`src/rtl/mem_arb.sv`:
```
// mem_arb -- two-port arbiter in front of a simple strobed memory controller.
//
// Each port raises reqN with a command (wrN, addrN, wdataN). The arbiter
// picks one winner while idle, latches its command, walks the controller
// through SETUP -> STROBE (STROBE_CYC cycles) -> RELEASE, then pulses ackN
// for one cycle in DONE. Read data is captured into the owner's rdataN.
//
// Ports:
//   clk                 single clock, rising edge
//   rst                 synchronous active-high reset
//   prio                0 = round-robin, 1 = port 1 wins contention
//   req0/req1           access request per port
//   wr0/wr1             1 = write, 0 = read
//   addr0/addr1         access address (ADDR_W)
//   wdata0/wdata1       write data (DATA_W)
//   ack0/ack1           one-cycle completion pulse
//   rdata0/rdata1       read data, valid when ackN = 1, held until next read
//   busy                high whenever the arbiter is not idle
//   m_addr, m_idata     controller address / write data
//   m_csb, m_web, m_oeb controller strobes, active-low
//   m_ce                controller enable strobe, active-high
//   m_odata             read data returned by the controller
module mem_arb #(
    parameter int ADDR_W     = 16,
    parameter int DATA_W     = 8,
    parameter int STROBE_CYC = 1
) (
    input  logic              clk,
    input  logic              rst,
    input  logic              prio,
    input  logic              req0,
    input  logic              req1,
    input  logic              wr0,
    input  logic              wr1,
    input  logic [ADDR_W-1:0] addr0,
    input  logic [ADDR_W-1:0] addr1,
    input  logic [DATA_W-1:0] wdata0,
    input  logic [DATA_W-1:0] wdata1,
    output logic              ack0,
    output logic              ack1,
    output logic [DATA_W-1:0] rdata0,
    output logic [DATA_W-1:0] rdata1,
    output logic              busy,
    output logic [ADDR_W-1:0] m_addr,
    output logic [DATA_W-1:0] m_idata,
    output logic              m_csb,
    output logic              m_web,
    output logic              m_oeb,
    output logic              m_ce,
    input  logic [DATA_W-1:0] m_odata
);

    typedef enum logic [2:0] {
        IDLE,
        SETUP,
        STROBE,
        RELEASE,
        DONE
    } state_t;

    state_t            state;
    logic              owner;       // port that owns the access in flight
    logic              last_grant;  // port granted most recently
    logic              cmd_wr;      // latched direction of the access in flight
    logic [1:0]        cnt;         // remaining STROBE cycles minus one

    // Winner selection, evaluated only while idle.
    logic              grant;
    logic              win_wr;
    logic [ADDR_W-1:0] win_addr;
    logic [DATA_W-1:0] win_wdata;

    // NOTE: every output of a combinational block gets a value on every path;
    // the defaults at the top keep this block free of inferred latches.
    always_comb begin
        grant = req1;
        if (req0 && req1) begin
            grant = prio ? 1'b1 : ~last_grant;
        end
        win_wr    = grant ? wr1    : wr0;
        win_addr  = grant ? addr1  : addr0;
        win_wdata = grant ? wdata1 : wdata0;
    end

    // Address and write data are latched straight into m_addr / m_idata,
    // which then serve as the held command for the rest of the access.
    // NOTE: state and registered outputs use non-blocking assignments so all
    // of them update together from pre-edge values.
    always_ff @(posedge clk) begin
        if (rst) begin
            state      <= IDLE;
            owner      <= 1'b0;
            last_grant <= 1'b1;
            cmd_wr     <= 1'b0;
            cnt        <= '0;
            ack0       <= 1'b0;
            ack1       <= 1'b0;
            rdata0     <= '0;
            rdata1     <= '0;
            busy       <= 1'b0;
            m_addr     <= '0;
            m_idata    <= '0;
            m_csb      <= 1'b1;
            m_web      <= 1'b1;
            m_oeb      <= 1'b1;
            m_ce       <= 1'b0;
        end else begin
            case (state)
                IDLE: begin
                    if (req0 || req1) begin
                        state      <= SETUP;
                        busy       <= 1'b1;
                        owner      <= grant;
                        last_grant <= grant;
                        cmd_wr     <= win_wr;
                        m_addr     <= win_addr;
                        m_idata    <= win_wr ? win_wdata : '0;
                        m_csb      <= 1'b0;
                        m_web      <= ~win_wr;
                        m_oeb      <= win_wr;
                    end
                end
                SETUP: begin
                    state <= STROBE;
                    m_ce  <= 1'b1;
                    cnt   <= 2'(STROBE_CYC - 1);
                end
                STROBE: begin
                    if (cnt == '0) begin
                        state   <= RELEASE;
                        m_ce    <= 1'b0;
                        m_csb   <= 1'b1;
                        m_web   <= 1'b1;
                        m_idata <= '0;
                    end else begin
                        cnt <= cnt - 2'd1;
                    end
                end
                RELEASE: begin
                    // Output enable was held through RELEASE so the controller
                    // still drives m_odata on the capturing edge.
                    state <= DONE;
                    m_oeb <= 1'b1;
                    if (!cmd_wr) begin
                        if (owner) rdata1 <= m_odata;
                        else       rdata0 <= m_odata;
                    end
                    ack0 <= ~owner;
                    ack1 <= owner;
                end
                DONE: begin
                    state <= IDLE;
                    ack0  <= 1'b0;
                    ack1  <= 1'b0;
                    busy  <= 1'b0;
                end
                default: begin
                    state <= IDLE;
                end
            endcase
        end
    end

endmodule

```
`config.mk`:
```
export PLATFORM = sky130hd
export DESIGN_NAME = mem_arb
export DESIGN_NICKNAME = d
export VERILOG_FILES = /design/src/rtl/mem_arb.sv
export SDC_FILE = /design/constraint.sdc
export NUM_CORES = 1
export LEC_CHECK = 0
export BUFFER_PORTS_ARGS = -buffer_cell sky130_fd_sc_hd__buf_2
export CAP_MARGIN = 25
export CORE_ASPECT_RATIO = 0.8
export CORE_MARGIN = 10
export CORE_UTILIZATION = 41
export CTS_CLUSTER_SIZE = 14
export DETAILED_ROUTE_END_ITERATION = 12
export PLACE_DENSITY_LB_ADDON = 0.12
export SLEW_MARGIN = 20
export SYNTH_ARGS = -nofsm -noshare
export SYNTH_HDL_FRONTEND = slang
export SYNTH_SLANG_ARGS = --single-unit
```
`constraint.sdc`:
```
create_clock -name clk -period 1.4 [get_ports clk]
set_input_delay 0.42 -clock clk [delete_from_list [all_inputs] [get_ports clk]]
set_output_delay 0.42 -clock clk [all_outputs]
set_load 0.02 [all_outputs]
```
==> results.ini, run 1 <==
[outcome]
outcome = finished, final reports clean

[routing]
residual_drc = 0
initialDrtViolationCount = 57
ant_nets = 0
route.detailed.vias_per_inst = 4.79
wl_per_cell_um = 14.7
drt_first_pass_iters = 4
via_count = 2307
routed_wirelength_um = 7100

[yosys]
ys.flop_type = sky130_fd_sc_hd__dfxtp_1
synth_seq_cells = 55
synth_commonest_cells = sky130_fd_sc_hd__dfxtp_1 (55), sky130_fd_sc_hd__nand2_1 (39), sky130_fd_sc_hd__nor2_1 (38)
number_of_flops_mapped_to_enable_cells_by_yosys = 0
synth_async_sr_flop_share_pct = 0
synth_area_per_cell_um2 = 9.37
post_synth_inst_count = 270
synth.distinct_cells = 44
synth_nets = 334
yosysMostFrequentCell = sky130_fd_sc_hd__dfxtp_1
yosys-top-cells-area = sky130_fd_sc_hd__dfxtp_1 (43%), sky130_fd_sc_hd__a311oi_2 (7.1%), sky130_fd_sc_hd__mux2i_1 (6.7%)
synthesis.yosys.warnings = 0
synthesis.area_um2 = 2530
yosysTopAreaCellShare_pct = 43.5
yosysTopAreaCell = sky130_fd_sc_hd__dfxtp_1
synth-seq-area-share_pct = 43.5

[timing]
max_freq_ghz = 0.722
finalSetupViolCount = 0
max_slew_headroom_pct = 82.2
fin_worst_skew_ns = 0.0119
fin_hold_ws_ns = 0.346
rsz_0062_raised_after_global_routing = true
tcrit_tclk_final_pct = 99.0
final-max-slew-violation-count = 0
period_minus_slack_ns = 1.39
timing_worst_slew_pin_value_ns = 0.267
hold_viol_final = 0

[layout]
n_antenna_cell = 0
finalInstanceArea_um2 = 3540
fillerInstances = 553
drive_gt1_share_pct = 49.6
area_added_between_synthesis_and_finish_pct = 40.0
layout.nets = 464
layoutNonFillerInstCount = 482

[floorplan]
initial_cell_density_of_the_core_pct = 42.6
std_cell_rows = 25
core-area_um2 = 5940
die_outline_area_um2 = 9740
die_width_um = 108
ioPinCount = 110
die_height_um = 90.3

[critical_path]
worst_path_arrival_ns = 1.60
setup.worst_path.start_class = flip-flop
critical_path.top_delay_family = compound AO/OA/AOI/OAI gates
data_required_time_of_the_worst_path_ns = 1.61
critical_path.slowest_cell = sky130_fd_sc_hd__dfxtp_2
critical_path_depth = 7
rr_endpoint = m_idata[2]
reg2reg_setup_slack_ns = 0.01
worstSetupEndpointType = flip-flop
worstPathCellList = inv_2 > ha_4 > nand2b_4 > o311a_4 > buf_6 > nor2_1 > a311oi_1
worst_r2r_startpoint = cnt[0]
crit_fanout = 5
timing.setup.critical_path_class = flip-flop to flip-flop
slowest_delay_ns = 0.35
wp_buf_inv = 2
worst-r2r-cell-count = 7

[min_path]
endpoint_of_the_worst_hold_path = rdata1[5]
timing.hold.worst.start = m_odata[5]
hold_path.class = primary input to flip-flop
hold_depth = 3

[power]
post-layout-total-power_mw = 4.01
power_per_cell_area_nw_per_um2 = 1130
peakVddDrop_mv = 0.475
static-leakage-power_nw = 1.59

[grt]
first_pass_grt_wire_length_um = 11200
grt_pass1_vias = 2374
grt_overflow_total = 0
grtUsageTotal_pct = 13.8
grt_max_degree = 26
antenna_found_initial = 0

[clocking]
clock_tree.root_cell = sky130_fd_sc_hd__clkbuf_8
clk_transition_reported_paths_ns = 0.11
clk_path_buf_depth = 2
htree_num_levels = 2
tritoncts_num_sinks = 55
tritoncts = built
clk_latency_ns = 0.32
inserted_clock_buffers = 5

[place]
dp_hpwl_um = 5280
gp_congestion = 0.754
post_dp_cell_area_um2 = 3310
io_buffers = 109
placedCellCount = 467

[run]
max_capacitance_violation_count = 0

## final cells by class
type	instances	area [um^2]	share of cell area, %
clock inverters	3	31.3	0.882
multi-input cells	189	1330	37.5
clock buffers	5	68.8	1.94
flip-flops and latches	55	1110	31.4
repair buffers	146	890	25.1
inverters	3	11.3	0.318
well taps	81	101	2.86
## worst reg2reg max path: stages, from the launching register on
cell and delay, ns:
sky130_fd_sc_hd__dfxtp_2 0.35, sky130_fd_sc_hd__inv_2 0.08, sky130_fd_sc_hd__ha_4 0.15, sky130_fd_sc_hd__nand2b_4 0.12
sky130_fd_sc_hd__o311a_4 0.22, sky130_fd_sc_hd__buf_6 0.12, sky130_fd_sc_hd__nor2_1 0.04, sky130_fd_sc_hd__a311oi_1 0.22
## kinds of logic after synthesis
logic type | after synthesis | synth area share (%)
buffers and inverters | 26 | 7.02
muxes | 17 | 6.72
DFF | 55 | 43.5
AOI/OAI and AO/OA | 44 | 16.4
and+or+nand+nor | 126 | 25.5
adders and majority gates | 1 | 0.494
xor gates and xnor gates | 1 | 0.346
## worst max path at each step
| stage | from | to | slack, ns |
|---|---|---|---|
| floorplan | cnt[1] | m_web | -0.01 |
| global placement | prio | m_idata[3] | -0.05 |
| detailed placement | prio | m_idata[2] | -0.12 |
| CTS | cnt[0] | m_idata[2] | 0.0008 |
| global route | cnt[1] | m_idata[2] | -0.04 |
| finish | cnt[0] | m_idata[2] | 0.01 |
## placed cells by master, fill, tap and decap left out, types with 3 or more instances in the layout
master                     Yosys  final
sky130_fd_sc_hd__clkbuf_8      0      5
sky130_fd_sc_hd__buf_6         5      5
sky130_fd_sc_hd__dfxtp_1      55     50
sky130_fd_sc_hd__a21oi_1       6      6
sky130_fd_sc_hd__nand4b_1      8      8
sky130_fd_sc_hd__buf_12        1      4
sky130_fd_sc_hd__buf_2         3    110
sky130_fd_sc_hd__mux2i_1      17     17
sky130_fd_sc_hd__o21ai_0       5      3
sky130_fd_sc_hd__a311oi_1     12     10
sky130_fd_sc_hd__dfxtp_2       0      3
sky130_fd_sc_hd__nor2_2       13     12
sky130_fd_sc_hd__nand2_1      39     39
sky130_fd_sc_hd__nand3_1       8      8
sky130_fd_sc_hd__a311oi_2     12     14
sky130_fd_sc_hd__nor2_1       38     38
sky130_fd_sc_hd__nor2b_1       3      3
sky130_fd_sc_hd__buf_4         3     27
## stage by stage
stage               setup TNS [ns]  setup WS, ns  utilization [%]
global placement            -0.902       -0.0543             55.7
floorplan                  -0.0233       -0.0137                -
detailed placement           -1.94        -0.121             55.7
finish                           0        0.0144             59.6
global route                -0.241       -0.0383             59.6
CTS                              0      0.000768             58.1
## flip-flops by register name, summed over array words and instances (netlist names)
register,count
m_addr,16
ack1,1
m_idata,8
m_ce,1
last_grant,1
state,3
m_csb,1
rdata1,8
cmd_wr,1
rdata0,8
m_web,1
cnt,2
busy,1
ack0,1
owner,1
m_oeb,1
## per-layer routing
| metal | track usage, % | share of wire, % | routed length (um) | up-vias |
|---|---|---|---|---|
| li1 | - | - | - | 1212 |
| met1 | 16.5 | 45 | 3190 | 1027 |
| met2 | 22.0 | 47 | 3310 | 60 |
| met3 | 5.56 | 7.4 | 524 | 8 |
| met4 | 4.33 | 1.2 | 82 | 0 |
| met5 | 0 | 0 | 0 | - |
## what timing repair did
item / CTS / global route
hold buffers: 0 / 0
endpoints found under the hold margin: 0 / 0
resized for setup: 9 / 14
endpoints found under the setup margin: 26 / 36
buffers inserted: 0 / 5
cloned: 2 / 0
pin swaps: 6 / 6
## report_power, final
group / internal (mW) / total, mW / switching, mW
registers: 1.72 / 1.83 / 0.109
clock network: 0.382 / 0.960 / 0.579
logic: 0.560 / 1.22 / 0.660
No activity file was read; power rests on OpenSTA's default activity.
==> run 2, diff against run 1 <==
==> constraint.sdc (replaced) <==
create_clock -name clk -period 1.4 [get_ports clk]
set_input_delay 0.42 -clock clk [delete_from_list [all_inputs] [get_ports clk]]
set_output_delay 0.42 -clock clk [all_outputs]
set_load 0.05 [all_outputs]
==> results.ini, run 2 (same netlist as run 1, synthesis figures left out) <==
[grt]
antenna_found_initial = 0  ; unchanged
grt_overflow_total = 0  ; unchanged
grtUsageTotal_pct = 13.9  ; was 13.8%
first_pass_grt_wire_length_um = 11300  ; was 11200 um
grt_pass1_vias = 2313  ; was 2374
grt_max_degree = 25  ; was 26

[timing]
finalSetupViolCount = 0  ; unchanged
hold_viol_final = 0  ; unchanged
max_slew_headroom_pct = 77.3  ; was 82.2%
rsz_0062_raised_after_global_routing = true  ; unchanged
timing_worst_slew_pin_value_ns = 0.331  ; was 0.267 ns
final-max-slew-violation-count = 0  ; unchanged
tcrit_tclk_final_pct = 98.2  ; was 99.0%
fin_hold_ws_ns = 0.360  ; was 0.346 ns
period_minus_slack_ns = 1.38  ; was 1.39 ns
fin_worst_skew_ns = 0.00922  ; was 0.0119 ns
max_freq_ghz = 0.727  ; was 0.722 GHz

[clocking]
clock_tree.root_cell = sky130_fd_sc_hd__clkbuf_8  ; unchanged
tritoncts_num_sinks = 55  ; unchanged
clk_path_buf_depth = 2  ; unchanged
tritoncts = built  ; unchanged
hold_buf_cts = 0  ; unchanged
inserted_clock_buffers = 5  ; unchanged
clk_transition_reported_paths_ns = 0.10  ; was 0.11 ns
clk_latency_ns = 0.31  ; was 0.32 ns
htree_num_levels = 2  ; unchanged

[critical_path]
worstSetupEndpointType = flip-flop  ; unchanged
timing.setup.critical_path_class = flip-flop to flip-flop  ; unchanged
setup.worst_path.start_class = flip-flop  ; unchanged
crit_fanout = 8  ; was 5
worst_path_arrival_ns = 1.58  ; was 1.60 ns
data_required_time_of_the_worst_path_ns = 1.60  ; was 1.61 ns

[power]
static-leakage-power_nw = 1.59  ; about the same
peakVddDrop_mv = 0.568  ; was 0.475 mV
power_per_cell_area_nw_per_um2 = 1220  ; was 1130 nW/um^2
post-layout-total-power_mw = 4.40  ; was 4.01 mW

[routing]
routed_wirelength_um = 7150  ; was 7100 um
initialDrtViolationCount = 101  ; was 57
via_count = 2373  ; was 2307
wl_per_cell_um = 14.9  ; was 14.7 um
drt_first_pass_iters = 4  ; unchanged
route.detailed.vias_per_inst = 4.94  ; was 4.79
residual_drc = 0  ; unchanged
ant_nets = 0  ; unchanged

[outcome]
outcome = finished, final reports clean  ; unchanged

[floorplan]
core-area_um2 = 5940  ; unchanged
std_cell_rows = 25  ; unchanged
die_width_um = 108  ; unchanged
die_height_um = 90.3  ; unchanged
die_outline_area_um2 = 9740  ; unchanged
ioPinCount = 110  ; unchanged
initial_cell_density_of_the_core_pct = 42.6  ; unchanged

[place]
dp_hpwl_um = 5290  ; was 5280 um
io_buffers = 109  ; unchanged
gp_congestion = 0.745  ; was 0.754

[layout]
layout.nets = 463  ; was 464
most-common-layout-cells = sky130_fd_sc_hd__buf_2 (94), sky130_fd_sc_hd__dfxtp_1 (50), sky130_fd_sc_hd__nand2_1 (38)  ; was sky130_fd_sc_hd__buf_2 (110), sky130_fd_sc_hd__dfxtp_1 (50), sky130_fd_sc_hd__nand2_1 (39)
area_added_between_synthesis_and_finish_pct = 42.1  ; was 40.0%
largest_register_ffs = 16  ; unchanged
drive_gt1_share_pct = 49.1  ; was 49.6%
n_antenna_cell = 0  ; unchanged
top_register = m_addr  ; unchanged
layout.cells.most_common = sky130_fd_sc_hd__buf_2  ; unchanged

[run]
max_capacitance_violation_count = 0  ; unchanged

[min_path]
hold_path.class = primary input to flip-flop  ; unchanged

[run 2: changes by cell type in the layout (fill, tap and decap cells not counted), sizes merged]
cell,change
buf,-14
clkbuf,+14
bufinv,+1
clkinv,-1
inv,-2
[run 2: cell type report]
type                            count  area (um^2)
Inverter                            3         11.3
Multi-Input combinational cell    189         1320
Sequential cell                    55         1110
Clock buffer                        6         72.6
Clock inverter                      1         30.0
Fill cell                         534         2350
Timing Repair Buffer              145          951
Tap cell                           81          101
[run 2: repair_timing]
item,4_1_cts,5_1_grt
resized for setup,10,28
hold endpoints to repair,0,0
pin swaps,1,11
setup buffers,0,9
setup endpoints to repair,34,41
[run 2: worst max-delay path: stages, from the launching register on]
cell and delay (ns):
sky130_fd_sc_hd__dfxtp_4 0.40, sky130_fd_sc_hd__buf_6 0.11, sky130_fd_sc_hd__nand3b_4 0.10, sky130_fd_sc_hd__nor3b_2 0.19, sky130_fd_sc_hd__buf_6 0.18, sky130_fd_sc_hd__mux2i_2 0.21
sky130_fd_sc_hd__nor2_1 0.06
[run 2: through the flow]
stage / TNS [ns] / cell area [um^2] / instances / setup WS [ns] / util, %
global placement: -1.41 / 3320 / 464 / -0.0814 / 55.8
global route: -0.320 / 3600 / 480 / -0.0620 / 60.5
detailed placement: -2.03 / 3320 / 464 / -0.123 / 55.8
floorplan: -0.0237 / 2560 / 270 / -0.0122 / -
CTS: 0 / 3460 / 471 / 0.00212 / 58.2
finish: 0 / 3600 / 480 / 0.0245 / 60.5
[run 2: worst paths after layout]
path                                   to  cells past startpoint       start  slack, ns
worst max-delay path            rdata1[7]                      6    state[0]       0.02
worst min-delay path            rdata1[3]                      3  m_odata[3]       0.36
worst max register to register  rdata1[7]                      6    state[0]       0.02
worst min register to register      m_csb                      2       m_csb       0.45
[run 2: report_power, final]
| part | switching [mW] | internal [mW] |
|---|---|---|
| registers | 0.115 | 1.72 |
| clock network | 0.507 | 0.526 |
| logic | 0.950 | 0.588 |
[run 2: routing by layer]
| metal | GRT usage (%) | vias to the layer above | wire [um] |
|---|---|---|---|
| met2 | 22.2 | 68 | 3310 |
| met1 | 16.3 | 1091 | 3120 |
| met4 | 4.00 | 0 | 80 |
| li1 | - | 1208 | - |
| met3 | 5.99 | 6 | 631 |
| met5 | 0 | - | 0 |
==> run 3, diff against run 2 <==
Settings changed: BUFFER_PORTS_ARGS -buffer_cell sky130_fd_sc_hd__buf_2 to unset, DONT_BUFFER_PORTS set to 1.
==> results.ini, run 3 (same netlist as run 1, synthesis figures left out) <==
[outcome]
outcome = finished, final reports clean  ; unchanged

[power]
post-layout-total-power_mw = 4.33  ; was 4.40 mW
static-leakage-power_nw = 1.36  ; was 1.59 nW
peakVddDrop_mv = 0.620  ; was 0.568 mV
power_per_cell_area_nw_per_um2 = 1280  ; was 1220 nW/um^2

[clocking]
inserted_clock_buffers = 5  ; unchanged
htree_num_levels = 2  ; unchanged
clk_path_buf_depth = 2  ; unchanged
tritoncts = built  ; unchanged
tritoncts_num_sinks = 55  ; unchanged
clock_tree.root_cell = sky130_fd_sc_hd__clkbuf_8  ; unchanged
clk_transition_reported_paths_ns = 0.10  ; about the same
clk_latency_ns = 0.31  ; about the same

[timing]
fin_hold_ws_ns = 0.165  ; was 0.360 ns
max_slew_headroom_pct = 81.0  ; was 77.3%
max_freq_ghz = 0.727  ; about the same
timing.final.ws_setup_ns = 0.0243  ; was 0.0245 ns
hold_viol_final = 0  ; unchanged
fin_worst_skew_ns = 0.00747  ; was 0.00922 ns
rsz_0062_raised_after_global_routing = true  ; unchanged
final-max-slew-violation-count = 0  ; unchanged
timing_worst_slew_pin_value_ns = 0.285  ; was 0.331 ns
finalSetupViolCount = 0  ; unchanged
period_minus_slack_ns = 1.38  ; about the same
tcrit_tclk_final_pct = 98.3  ; was 98.2%

[place]
io_buffers = 0  ; was 109
dp_hpwl_um = 4970  ; was 5290 um
dpl_worst_slack_ns = -0.0737  ; was -0.123 ns
gp_congestion = 0.713  ; was 0.745

[layout]
final_util_pct = 56.8  ; was 60.5%
layout.cells.most_common = sky130_fd_sc_hd__buf_4  ; was sky130_fd_sc_hd__buf_2
drive_gt1_share_pct = 42.5  ; was 49.1%
layout.nets = 395  ; was 463
most-common-layout-cells = sky130_fd_sc_hd__buf_4 (64), sky130_fd_sc_hd__dfxtp_1 (43), sky130_fd_sc_hd__nand2_1 (39)  ; was sky130_fd_sc_hd__buf_2 (94), sky130_fd_sc_hd__dfxtp_1 (50), sky130_fd_sc_hd__nand2_1 (38)
top_register = m_addr  ; unchanged
n_antenna_cell = 0  ; unchanged
area_added_between_synthesis_and_finish_pct = 33.4  ; was 42.1%
largest_register_ffs = 16  ; unchanged

[grt]
antenna_found_initial = 0  ; unchanged
grt_overflow_total = 0  ; unchanged
grt_max_degree = 58  ; was 25
first_pass_grt_wire_length_um = 10500  ; was 11300 um
grt_pass1_vias = 1983  ; was 2313
grtUsageTotal_pct = 13.1  ; was 13.9%

[routing]
drt_first_pass_iters = 4  ; unchanged
ant_nets = 0  ; unchanged
wl_per_cell_um = 17.0  ; was 14.9 um
route.detailed.vias_per_inst = 5.16  ; was 4.94
via_count = 2133  ; was 2373
routed_wirelength_um = 7020  ; was 7150 um
initialDrtViolationCount = 62  ; was 101
residual_drc = 0  ; unchanged

[floorplan]
die_height_um = 90.3  ; unchanged
die_width_um = 108  ; unchanged
core-area_um2 = 5940  ; unchanged
std_cell_rows = 25  ; unchanged
ioPinCount = 110  ; unchanged
die_outline_area_um2 = 9740  ; unchanged
initial_cell_density_of_the_core_pct = 42.6  ; unchanged

[critical_path]
worstSetupEndpointType = flip-flop  ; unchanged
wp_buf_inv = 2  ; unchanged
data_required_time_of_the_worst_path_ns = 1.63  ; was 1.60 ns
setup.worst_path.start_class = flip-flop  ; unchanged
critical_path.slowest_cell = sky130_fd_sc_hd__dfxtp_2  ; was sky130_fd_sc_hd__dfxtp_4
rr_endpoint = m_idata[0]  ; was rdata1[7]
slowest_delay_ns = 0.34  ; was 0.40 ns
timing.setup.critical_path_class = flip-flop to flip-flop  ; unchanged
worst_path_arrival_ns = 1.61  ; was 1.58 ns
reg2reg_setup_slack_ns = 0.02  ; about the same
worst_r2r_startpoint = cnt[1]  ; was state[0]
worst-r2r-cell-count = 7  ; was 6
worstPathCellList = inv_2 > ha_4 > nand2b_4 > o311a_4 > buf_6 > nor2_4 > a311oi_2  ; was buf_6 > nand3b_4 > nor3b_2 > buf_6 > mux2i_2 > nor2_1
crit_fanout = 7  ; was 8
critical_path.top_delay_family = compound AO/OA/AOI/OAI gates  ; was flip-flops

[min_path]
timing.hold.worst.start = rst  ; was m_odata[3]
hold_depth = 1  ; was 3
endpoint_of_the_worst_hold_path = m_addr[3]  ; was rdata1[3]
hold_path.class = primary input to flip-flop  ; unchanged

[run]
max_capacitance_violation_count = 0  ; unchanged

-- run 3: cell types whose count changed in the layout (fill, tap and decap cells not counted), sizes merged --
cell / previous run / this run
buf: 132 / 74
clkinvlp: 0 / 1
bufinv: 1 / 0
clkbuf: 19 / 8
clkinv: 0 / 1
dlymetal6s2s: 0 / 1
-- run 3: worst register-to-register path, cell delays in order, from the launching register on --
cell,delay (ns)
sky130_fd_sc_hd__dfxtp_2,0.34
sky130_fd_sc_hd__inv_2,0.08
sky130_fd_sc_hd__ha_4,0.15
sky130_fd_sc_hd__nand2b_4,0.13
sky130_fd_sc_hd__o311a_4,0.21
sky130_fd_sc_hd__buf_6,0.14
sky130_fd_sc_hd__nor2_4,0.04
sky130_fd_sc_hd__a311oi_2,0.22
-- run 3: layout make-up --
class	count	area, um^2
fill	548	2570
multi-input combinational	189	1340
sequential	55	1120
timing repair buffer	77	699
tap	81	101
clock buffer	6	82.6
clock inverter	2	16.3
inverter	3	11.3
-- run 3: report_power, final --
group | internal (mW) | switching, mW | total [mW]
clock network | 0.406 | 0.551 | 0.956
logic | 0.631 | 0.907 | 1.54
registers | 1.72 | 0.117 | 1.83
-- run 3: per-stage QoR --
step                TNS (ns)  cells  area (um^2)
finish                     0    413         3380
global placement      -0.184    394         3050
global route          -0.484    413         3380
detailed placement    -0.703    394         3050
floorplan            -0.0237    270         2560
CTS                        0    403         3190
-- run 3: metal layers --
metal	vias to the layer above	global-route usage (%)	part of all wire (%)
met5	-	0	0
met4	0	3.00	0.54
met3	4	6.28	8.5
met2	59	19.5	46
met1	991	16.6	45
li1	1079	-	-
-- run 3: how the worst max path moves through the flow --
| stage | startpoint | to | depth (start not counted) |
|---|---|---|---|
| after CTS | rdata0[0] | rdata0[0] | 0 |
| after detailed placement | cnt[1] | m_idata[2] | 7 |
| after global routing | cnt[1] | m_idata[0] | 7 |
| after global placement | cnt[1] | m_idata[3] | 7 |
| final | cnt[1] | m_idata[0] | 7 |
| after floorplan | cnt[1] | m_web | 7 |
-- run 3: repair_timing --
item | CTS | global route
buffers inserted | 1 | 8
gates resized for setup | 12 | 22
gates cloned | 0 | 2
endpoints found under the hold margin | 0 | 0
hold buffers | 0 | 0
setup endpoints to repair | 33 | 37
pin swaps | 8 | 6
